[config.mk]
export PLATFORM = sky130hd
export DESIGN_NAME = uart_tx_serializer
export DESIGN_NICKNAME = d
export VERILOG_FILES = /design/src/rtl/uart_tx_serializer.sv
export SDC_FILE = /design/constraint.sdc
export NUM_CORES = 1
export LEC_CHECK = 0
export ABC_AREA = 1
export CORE_MARGIN = 5
export CORE_UTILIZATION = 40
export CTS_BUF_LIST = sky130_fd_sc_hd__clkbuf_8
export DETAILED_ROUTE_END_ITERATION = 16
export SETUP_SLACK_MARGIN = 0.3
export SLEW_MARGIN = 25
export SYNTH_ARGS = -nofsm -noshare
export SYNTH_HDL_FRONTEND = slang
export SYNTH_SLANG_ARGS = --single-unit
[constraint.sdc]
create_clock -name tClk -period 2.1 [get_ports tClk]
set_clock_uncertainty 0.05 [all_clocks]
set_input_delay 0.21 -clock tClk [delete_from_list [all_inputs] [get_ports tClk]]
set_output_delay 0.21 -clock tClk [all_outputs]
set_load 0.01 [all_outputs]
[src/rtl/uart_tx_serializer.sv]
// UART transmit serializer: frames each accepted word as start, LSB-first data,
// optional parity and 1-2 stop bits, with zero-gap back-to-back frames.
module uart_tx_serializer #(
    parameter int BITWIDTH   = 8,
    parameter int BAUD_DIV   = 16,
    parameter int PARITY_EN  = 0,
    parameter int PARITY_ODD = 0,
    parameter int STOP_BITS  = 1
) (
    input  logic                tClk,
    input  logic                tRst,
    input  logic [BITWIDTH-1:0] tdataIn,
    input  logic                tLoad,
    output logic                tReady,
    output logic                tBusy,
    output logic                tDone,
    output logic                tTxd,
    output logic [2:0]          dbg_state
);

    localparam int BCW = $clog2(BAUD_DIV);
    localparam int CW  = $clog2(BITWIDTH + 1);
    localparam logic [BCW-1:0] BAUD_LAST = BCW'(BAUD_DIV - 1);
    localparam logic [CW-1:0]  LAST_DATA = CW'(BITWIDTH - 1);
    localparam logic [CW-1:0]  LAST_STOP = CW'(STOP_BITS - 1);
    localparam logic           ODD_BIT   = (PARITY_ODD != 0);

    typedef enum logic [2:0] {
        S_IDLE   = 3'd0,
        S_START  = 3'd1,
        S_DATA   = 3'd2,
        S_PARITY = 3'd3,
        S_STOP   = 3'd4
    } state_e;

    state_e                state_q, state_d;
    logic [BCW-1:0]        baud_q, baud_d;
    logic [CW-1:0]         bit_q, bit_d;
    logic [BITWIDTH-1:0]   shift_q, shift_d;
    logic                  parity_q, parity_d;
    logic                  txd_q, txd_d;
    logic                  busy_q, busy_d;
    logic                  baud_end;
    logic                  done_c;
    logic                  ready_c;

    always_ff @(posedge tClk or negedge tRst) begin
        if (!tRst) begin
            state_q  <= S_IDLE;
            baud_q   <= '0;
            bit_q    <= '0;
            shift_q  <= '0;
            parity_q <= 1'b0;
            txd_q    <= 1'b1;
            busy_q   <= 1'b0;
        end else begin
            state_q  <= state_d;
            baud_q   <= baud_d;
            bit_q    <= bit_d;
            shift_q  <= shift_d;
            parity_q <= parity_d;
            txd_q    <= txd_d;
            busy_q   <= busy_d;
        end
    end

    always_comb begin
        state_d  = state_q;
        baud_d   = baud_q;
        bit_d    = bit_q;
        shift_d  = shift_q;
        parity_d = parity_q;
        txd_d    = 1'b1;
        busy_d   = 1'b0;

        baud_end = (baud_q == BAUD_LAST);
        done_c   = (state_q == S_STOP) && baud_end && (bit_q == LAST_STOP);
        ready_c  = (state_q == S_IDLE) || done_c;

        if (state_q != S_IDLE) begin
            baud_d = baud_end ? '0 : baud_q + 1'b1;
        end

        case (state_q)
            S_START: begin
                if (baud_end) begin
                    state_d = S_DATA;
                    bit_d   = '0;
                end
            end
            S_DATA: begin
                // shift_q[0] always holds the bit currently on the line
                if (baud_end) begin
                    shift_d = shift_q >> 1;
                    if (bit_q == LAST_DATA) begin
                        state_d = (PARITY_EN != 0) ? S_PARITY : S_STOP;
                        bit_d   = '0;
                    end else begin
                        bit_d = bit_q + 1'b1;
                    end
                end
            end
            S_PARITY: begin
                if (baud_end) begin
                    state_d = S_STOP;
                    bit_d   = '0;
                end
            end
            S_STOP: begin
                if (baud_end) begin
                    if (bit_q == LAST_STOP) begin
                        state_d = S_IDLE;
                    end else begin
                        bit_d = bit_q + 1'b1;
                    end
                end
            end
            default: ;
        endcase

        // Accept overrides the stop->idle step so the next start bit has no gap
        if (tLoad && ready_c) begin
            state_d  = S_START;
            baud_d   = '0;
            bit_d    = '0;
            shift_d  = tdataIn;
            parity_d = (^tdataIn) ^ ODD_BIT;
        end

        case (state_d)
            S_START:  txd_d = 1'b0;
            S_DATA:   txd_d = shift_d[0];
            S_PARITY: txd_d = parity_d;
            default:  txd_d = 1'b1;
        endcase

        busy_d = (state_d != S_IDLE);
    end

    assign tReady    = ready_c;
    assign tDone     = done_c;
    assign tBusy     = busy_q;
    assign tTxd      = txd_q;
    assign dbg_state = state_q;

endmodule

==> results of run 1 <==
==> report_power, final <==
group | leakage (nW) | switching, W | internal (W)
clock network | 0.0357 | 0.000139 | 0.000255
registers | 0.253 | 0.000000408 | 0.000425
logic | 0.652 | 0.0000448 | 0.0000337
total | 0.940 | 0.000184 | 0.000713
==> final cells by class <==
type | instances | area (um^2) | area share (%)
Clock buffer | 3 | 41.29 | 2.298
Inverter | 40 | 150.1 | 8.357
Tap cell | 46 | 57.56 | 3.203
Clock inverter | 1 | 30.03 | 1.671
Multi-Input combinational cell | 144 | 745.7 | 41.50
Sequential cell | 22 | 553.0 | 30.78
Timing Repair Buffer | 24 | 219.0 | 12.19
==> final timing paths <==
kind	slack [ns]	to
hold reg to reg	0.47	shift_q[1]$_DFFE_PN0P_
max in group asynchronous	1.27	shift_q[1]$_DFFE_PN0P_
setup / recovery	0.36	tReady
hold / removal	0.18	dbg_state[0]$_DFF_PN0_
setup reg to reg	0.47	tTxd$_DFF_PN1_
min in group tClk	0.47	shift_q[1]$_DFFE_PN0P_
==> worst max-delay path, cell delays in order, from the launching register on <==
cell and delay, ns:
dfrtp_1 0.41, ha_4 0.18, nand3_4 0.09, nor2_4 0.13, nand2_2 0.08, nand2_2 0.11, clkdlybuf4s15_2 0.24
==> cell usage in the layout (no fill, tap or decap), types with 3 or more instances in the layout <==
cell / n
a21oi_1: 4
buf_4: 7
clkbuf_8: 3
clkdlybuf4s50_1: 15
dfrtp_1: 20
inv_1: 37
inv_2: 3
nand2_1: 68
nand2_2: 5
nand3_1: 17
nand4_1: 4
nor2_1: 12
o211ai_1: 3
o21ai_0: 6
o21ai_1: 3
o221ai_1: 3
==> flip-flops by register name (all words and copies together) (netlist names) <==
signal and cells:
baud_q 4, bit_q 4, dbg_state 3, parity_q 1, shift_q 8, tBusy 1
tTxd 1
==> through the flow <==
stage | util [%] | total power [W] | instances | hold WS [ns]
after floorplan | - | 0.0004692 | 207 | -0.1356
after global placement | 48.76 | 0.0005089 | 270 | 0.4307
after detailed placement | 48.76 | 0.0005133 | 270 | 0.4578
after CTS | 52.20 | 0.0009089 | 277 | 0.1790
after global routing | 53.01 | 0.0009362 | 280 | 0.1915
final | 53.01 | 0.0008976 | 280 | 0.1791
==> kinds of logic (layout without fill, tap and decap cells) <==
family	after synthesis	after routing	share of synthesized area, %
and+or+nand+nor	115	115	35.38
DFF	22	22	38.62
muxes	1	1	0.7880
adders and majority gates	3	3	2.627
xor gates and xnor gates	3	3	1.839
buffers and inverters	41	68	11.30
AOI/OAI and AO/OA	22	22	9.458
==> layer usage <==
layer	global-route usage (%)	vias to the layer above	share of wire, %
met4	4.681	0	0.84
met2	23.61	21	51
met1	17.51	646	45
li1	-	705	-
met5	0	-	0
met3	2.464	2	2.9
==> timing repair <==
item                                    4_1_cts  5_1_grt
resized for setup                             9        7
pin swaps                                     1        1
endpoints found under the setup margin        6       15
setup buffers                                 3        3
endpoints found under the hold margin         0        0
==> impl_metrics.toml, run 1 <==
[synthesis]
synthFlopType = "dfrtp_1"
synthTopCellsByArea = "dfrtp_1, nand2_1, inv_1"
synth_common_cells = "nand2_1, inv_1, dfrtp_1, nand3_1, nor2_1"
ys_types = 27
ys_warn_count = 0
synth_top_cell_by_area = "dfrtp_1"
syn_inst = 207
async_flop_share_pct = 100.0
netlist_area_um2 = 1429
synth.avg_cell_area_um2 = 6.903
ys_ff_latch = 22
synth_top_area_share_pct = 36.78
synth_seq_area_share_pct = 38.62
yosysMostFrequentCell = "nand2_1"
synth_nets = 221
synth_edf_count = 0

[worst_setup_path]
r2r_start = "baud_q[1]$_DFFE_PN0P_"
worst-path-max-fanout = 3
critical_path_class = "reg -> out"
startpoint = "baud_q[0]$_DFFE_PN0P_"
arrival_ns = 1.48
worstPathRequired_ns = 1.84
worstRegToRegCells = 10
crit_path_start_kind = "flip-flop"
endpoint_kind = "primary output"

[layout]
finalInstanceArea_um2 = 1797
area_delta_synth_final_pct = 25.74
nFillCells = 327
antenna_cells = 0
drive_gt1_share_pct = 13.25
nets = 249

[timing]
worstMarginPinSlew_ns = 0.3971
fin_ws_ns = 0.3579
setup_viol = 0
rsz0062_at_grt = "true"
slew_viol_final = 0
max-slew-margin-rel_pct = 73.44
fin_crit_sh_pct = 82.96
hold_viol_final = 0
fin_crit_ns = 1.742
timing.fmax_ghz = 0.5740
fin_tns_setup_ns = 0

[clock_tree]
ctsHoldBuffers = 0
cts_max_path_buffers = 2
cts_tree = "yes"
clock_sinks = 22
path_clk_slew_ns = 0.09
clock_latency_ns = 0.26
clockRootBuffer = "clkbuf_8"
htreeDepth = 1
numCtsBuffers = 3

[global_route]
grt_pass1_vias = 1306
grt_pass1_wl_um = 5623
antenna_found_initial = 0
grt_max_degree = 19
gr-total-overflow = 0
grt.total_usage_pct = 13.85

[floorplan]
start_util_pct = 42.16
coreArea_um2 = 3390
fp.dieArea_um2 = 4867
fp.dieH_um = 69.77
std_cell_rows = 21
die_w_um = 69.77
ioPinCount = 18

[placement]
placed_cell_area_um2 = 1653
dpl.hpwl_um = 2500
detailedPlace.worstSlack_ns = 0.1510
gp_congestion = 0.8947
port_buffers = 17

[run_status]
status = "finished, final reports clean"

[drt]
routed_wl_um = 3211
ant_nets = 0
routedWlPerCell_um = 11.47
vias = 1374
via_per_inst = 4.907
post-route-drc-count = 0
drt_pass1_iterations = 4
drtIter0Drc = 66

[run]
maxCapViolCount = 0

[power_and_ir_drop]
ir_drop_mv = 0.2453
p_per_area_nw_per_um2 = 499.6
p_leak_nw = 0.9405

[hold_path]
hold_path.class = "in -> async"
(Power assumes the default switching activity.)
==> run 2: changes to the inputs <==
==> constraint.sdc (replaced) <==
create_clock -name tClk -period 1.4 [get_ports tClk]
set_clock_uncertainty 0.05 [all_clocks]
set_input_delay 0.14 -clock tClk [delete_from_list [all_inputs] [get_ports tClk]]
set_output_delay 0.14 -clock tClk [all_outputs]
set_load 0.01 [all_outputs]
==> run 2 against run 1 <==
The run now ends with negative setup slack left. First-iteration DRC count is 6.1% higher. Critical path depth is 5 higher. Via count is 13% higher. Sequential share of layout area down 7.3 points. Die area is the same. Core utilization grew 17 points. Total power is 30% higher. Non-clock buffer count increased by 45. Setup slack got worse by 0.56 ns.
==> impl_metrics.toml, run 2 (synthesis results as in run 1) <==
[floorplan]
std_cell_rows = 21
ioPinCount = 18
fp.dieArea_um2 = 4867
coreArea_um2 = 3390
die_w_um = 69.77
start_util_pct = 42.16
fp.dieH_um = 69.77

[layout]
multiInputGateArea_um2 = 962.2
drive_gt1_share_pct = 42.14
nets = 295
regArea_um2 = 554.3
largest_reg_flops = 8
final_common_cell = "nand2_1"
reg_top3 = "shift_q (8), baud_q (4), bit_q (4)"
area_delta_synth_final_pct = 64.97
antenna_cells = 0
mostFrequentLayoutCells = "nand2_1, buf_4, inv_1, dfrtp_1, buf_6"
nFillCells = 280
top_register = "shift_q"

[global_route]
grt_max_degree = 23
grt_pass1_vias = 1609
gr-total-overflow = 0
grt.total_usage_pct = 16.54
antenna_found_initial = 0
grt_pass1_wl_um = 6699

[clock_tree]
clock_sinks = 22
path_clk_slew_ns = 0.08
numCtsBuffers = 3
clock_latency_ns = 0.26
htreeDepth = 1
cts_max_path_buffers = 2
ctsHoldBuffers = 0
clockRootBuffer = "clkbuf_8"
cts_tree = "yes"

[timing]
fin_crit_sh_pct = 114.1
timing.fmax_ghz = 0.6259
fin_crit_ns = 1.598
fin_tns_setup_ns = -3.241
max-slew-margin-rel_pct = 69.63
hold_viol_final = 0
slew_viol_final = 0
rsz0062_at_grt = "true"
setup_viol = 24
worstMarginPinSlew_ns = 0.4542
fin_ws_ns = -0.1977

[drt]
drt_pass1_iterations = 4
via_per_inst = 4.782
routedWlPerCell_um = 12.28
post-route-drc-count = 0
drtIter0Drc = 70
ant_nets = 0
routed_wl_um = 4002
vias = 1559

[run_status]
status = "finished with violations"
violations = "negative setup slack"

[placement]
detailedPlace.worstSlack_ns = -0.3348
port_buffers = 17
gp_congestion = 0.8939
dpl.hpwl_um = 2713

[worst_setup_path]
path_common_cell = "nand2_4"
slowest_delay_ns = 0.38
slowest_stage = "dfrtp_1"
crit_buf_inv = 2
crit_chain = "nor2_1, nand2_4, nor2_4, nand2_4, nand2_4, buf_6, nand2_8, nand2_4, inv_2, nand2_1, o21ai_1"
crit_path_start_kind = "flip-flop"
arrival_ns = 1.70
worstPathRequired_ns = 1.50
endpoint_kind = "flip-flop"
cpLargestDelayFamily = "simple AND/OR/NAND/NOR gates"
worst-path-max-fanout = 8
critical_path_class = "reg -> reg"

[hold_path]
hold_path.class = "in -> async"

[power_and_ir_drop]
p_leak_nw = 1.224
p_per_area_nw_per_um2 = 496.2
ir_drop_mv = 0.2957

[run]
maxCapViolCount = 0
==> run 2: cell type report <==
class | count | area share [%]
clock buffers | 3 | 1.752
clock inverters | 1 | 0.1592
inverters | 40 | 6.582
multi-input cells | 145 | 40.82
flip-flops and latches | 22 | 23.51
well taps | 46 | 2.442
repair buffers | 69 | 24.73
==> run 2: worst paths after layout <==
path                                        start                     end  slack [ns]  cells past startpoint
min reg2reg                shift_q[6]$_DFFE_PN0P_  shift_q[6]$_DFFE_PN0P_        0.49                      2
min in group tClk          shift_q[6]$_DFFE_PN0P_  shift_q[6]$_DFFE_PN0P_        0.49                      2
max                          bit_q[2]$_DFFE_PN0P_    bit_q[2]$_DFFE_PN0P_       -0.20                     11
max in group asynchronous                    tRst          tTxd$_DFF_PN1_        0.85                      2
min                                          tRst    bit_q[2]$_DFFE_PN0P_        0.17                      2
max reg2reg                  bit_q[2]$_DFFE_PN0P_    bit_q[2]$_DFFE_PN0P_       -0.20                     11
==> run 2: worst reg2reg max path, stage by stage (launching register included) <==
cell and delay [ns]:
dfrtp_1 0.38, nor2_1 0.23, nand2_4 0.09, nor2_4 0.11, nand2_4 0.07, nand2_4 0.07, buf_6 0.13, nand2_8 0.09
nand2_4 0.12, inv_2 0.04, nand2_1 0.04, o21ai_1 0.06
==> run 2: metal layers <==
metal | up-vias | wire length (um) | global-route usage [%]
met3 | 10 | 102 | 1.594
met1 | 719 | 1746 | 19.41
li1 | 799 | - | -
met2 | 31 | 2050 | 30.54
met4 | 0 | 102 | 6.383
met5 | - | 0 | 0
==> run 2: what timing repair did <==
item / CTS / global route
endpoints found under the hold margin: 0 / 0
buffers inserted: 7 / 7
setup endpoints to repair: 29 / 28
gates resized for setup: 65 / 25
cloned: 1 / 0
pin swaps: 15 / 11
==> run 2: per-stage QoR <==
stage               area (um^2)  total power (W)  hold WS, ns  utilization, %  std cells
floorplan                  1493        0.0007042      -0.2056               -        207
global placement           1994        0.0007800       0.4557           58.84        307
detailed placement         1994        0.0007866       0.4625           58.84        307
CTS                        2212         0.001180       0.1818           65.26        319
global route               2357         0.001230       0.1916           69.55        326
finish                     2357         0.001170       0.1688           69.55        326
==> run 2: report_power, final <==
group	switching (W)	leakage (nW)	internal, W
Sequential	0.000000670	0.251	0.000638
Combinational	0.0000740	0.946	0.0000654
Clock	0.000197	0.0269	0.000195
==> patch: new RTL, settings of run 2 <==
Change the parameter `PARITY_EN` from 0 to 1.
--- a/src/rtl/uart_tx_serializer.sv
+++ b/src/rtl/uart_tx_serializer.sv
@@ -3,7 +3,7 @@
 module uart_tx_serializer #(
     parameter int BITWIDTH   = 8,
     parameter int BAUD_DIV   = 16,
-    parameter int PARITY_EN  = 0,
+    parameter int PARITY_EN  = 1,
     parameter int PARITY_ODD = 0,
     parameter int STOP_BITS  = 1
 ) (
Check against the original RTL: no difference found for any inputs over 10 cycles, from zero or initial values and one cycle with tRst low; that may be too few to reach the edited logic, so the function may still have changed.
==> patch against run 2 <==
Power is 18% higher; sequential share of layout area fell by 0.38 points; sequential cell count did not move; synthesized area fell by 3.2%; final area grew 1.4%; largest cell class unchanged; routed wire length rose by 6.9%; worst hold slack improved by 9.5 ps; the flow still finishes with violations (negative setup slack); setup slack got worse by 24 ps; highest routed layer unchanged.
==> patch: results (changes against run 2) <==
The initial DRC count is 85 (+21%). The proportion of synthesized flip-flops having asynchronous set or reset came out at 1.000 (unchanged). The mean instance size in the synthesized netlist came out at 7.473 um2 (+8.3%). The post-detailed-route via-to-cell ratio was 4.894 (+2.3%).

Sorting the synthesized cells by how often they occur yields 61 x sky130_fd_sc_hd__nand2_1, 26 x sky130_fd_sc_hd__nand3_1, 21 x sky130_fd_sc_hd__dfrtp_1, 21 x sky130_fd_sc_hd__inv_1, 14 x sky130_fd_sc_hd__nor2_1. The first-pass GRT wire length was 6237 um (-6.9%). The HPWL after detailed placement came out at 2713 um (about the same).

The total number of nets in the final design came to 279 (-5.4%). The sequential-to-total area share from yosys stat came out at 0.3991 (+0.01293). In the synthesized netlist the dominant register cell turns out to be sky130_fd_sc_hd__dfrtp_1.

The proportion of layout cells with a drive suffix above 1 came to 0.4886 (+0.06721). The slew at the pin closest to its max-slew limit came out at 438.9 ps (-15.22 ps). The total global-route track usage is 0.1761 (+0.01071). The final total negative setup slack is -2940 ps (+301.4 ps). The final count of negative-setup-slack endpoints came out at 24 (unchanged). The largest net degree at the start of global routing is 23 (unchanged). The number of max-slew violations in the final report came out at 0 (unchanged). The antenna cell count is 0 (unchanged). The clock edge transition at the registers on the reported setup and hold paths came out at ~90 ps. The largest buffer count on any clock path is 2 (unchanged). Grouping stages by cell kind, the critical path spends the most delay in simple AND/OR/NAND/NOR gates. The number of distinct library cells after synthesis came to 25 (-7.4%).

The global placement routability congestion is 0.8546 (-4.4%). The number of filler instances in the final layout came out at 243 (-13%). Ranked by total cell area, the synthesized netlist is headed by sky130_fd_sc_hd__dfrtp_1 38%, sky130_fd_sc_hd__nand2_1 17%, sky130_fd_sc_hd__nand3_1 9.4%.

The arrival time of data at the critical path endpoint came out at 1780 ps (+80 ps). The run finished, with violations left. The detailed-router iteration count before antenna repair came out at 4 (unchanged). The count of synthesis-stage warnings from yosys came out at 0 (unchanged).

The cell area after placement came out at 0.001933 mm2 (-3.1%). The number of flops mapped to enable cells by yosys is 0 (unchanged). The clock insertion delay at the later pin of the skew report is 260 ps (about the same).

The via count of the first global-routing pass came out at 1481 (-8.0%). The min-delay analysis places its worst path in the category in -> async. The maximum fanout count along the critical path came to 6 (-2).

The total length of routed wires came out at 4280 um (+6.9%). The net count after synthesis is 199 (-10%). The largest incremental delay on the critical path is 400 ps (+20 ps). The worst voltage drop across the vdd grid came out at 0.2907 mV (-1.7%). The number of cells after detailed placement is 286 (-6.8%). The post-placement setup slack came out at -249.0 ps (+85.76 ps). The post-route non-filler standard cell count came out at 310 (-4.9%).

The checks that failed: negative setup slack. The H-tree depth reported by CTS is 1 (unchanged). The number of antenna violations at the first check in global routing came out at 0 (unchanged).

The leakage power is 0.001266 uW (+3.5%). Clock tree synthesis selected as its root buffer the cell sky130_fd_sc_hd__clkbuf_8. The number of buffer cells added on primary ports came out at 17 (unchanged). The minimum setup slack in the final design is -221.8 ps (-24.15 ps).
[patch: cell families (layout without fill, tap and decap cells)]
group	Yosys count	after routing	synth area share
and+or+nand+nor	115	116	0.3873
adders and majority gates	3	3	0.02715
DFF	22	22	0.3991
AOI/OAI and AO/OA	15	15	0.07783
xor gates and xnor gates	3	3	0.02444
buffers and inverters	27	105	0.08416
[patch: path summary, 6_finish.rpt]
| path | from | end | slack (ps) | cells after the start |
|---|---|---|---|---|
| min reg2reg | shift_q[6]$_DFFE_PN0P_ | shift_q[5]$_DFFE_PN0P_ | 470 | 2 |
| max | baud_q[1]$_DFFE_PN0P_ | tTxd$_DFF_PN1_ | -220 | 12 |
| min in group tClk | shift_q[6]$_DFFE_PN0P_ | shift_q[5]$_DFFE_PN0P_ | 470 | 2 |
| min | tRst | bit_q[3]$_DFFE_PN0P_ | 180 | 2 |
| max reg2reg | baud_q[1]$_DFFE_PN0P_ | tTxd$_DFF_PN1_ | -220 | 12 |
| max in group asynchronous | tRst | tTxd$_DFF_PN1_ | 850 | 2 |
[patch: metal layers]
layer  GRT usage  wire length [um]  share of wire
met1      0.1952              1657           0.39
met2      0.3456              2385           0.56
met3     0.01945               128          0.030
met4     0.05353               110          0.026
met5           0                 0              0
[patch: what timing repair did]
action,CTS,global route
setup buffers,9,9
pin swaps,11,13
endpoints found under the setup margin,29,28
cloned,0,2
resized for setup,54,33
[patch: power by group]
group	internal, uW	total [uW]	switching [uW]
registers	638	640	1.45
clock network	382	606	225
logic	58.7	129	70.7
total	1080	1380	297
[patch: cell type report]
class,count,area (um2),area share
multi-input combinational,137,903.4,0.3778
inverter,25,93.84,0.03925
timing repair buffer,76,711.9,0.2978
clock buffer,3,41.29,0.01727
clock inverter,1,30.03,0.01256
sequential,22,553.0,0.2313
tap,46,57.56,0.02407
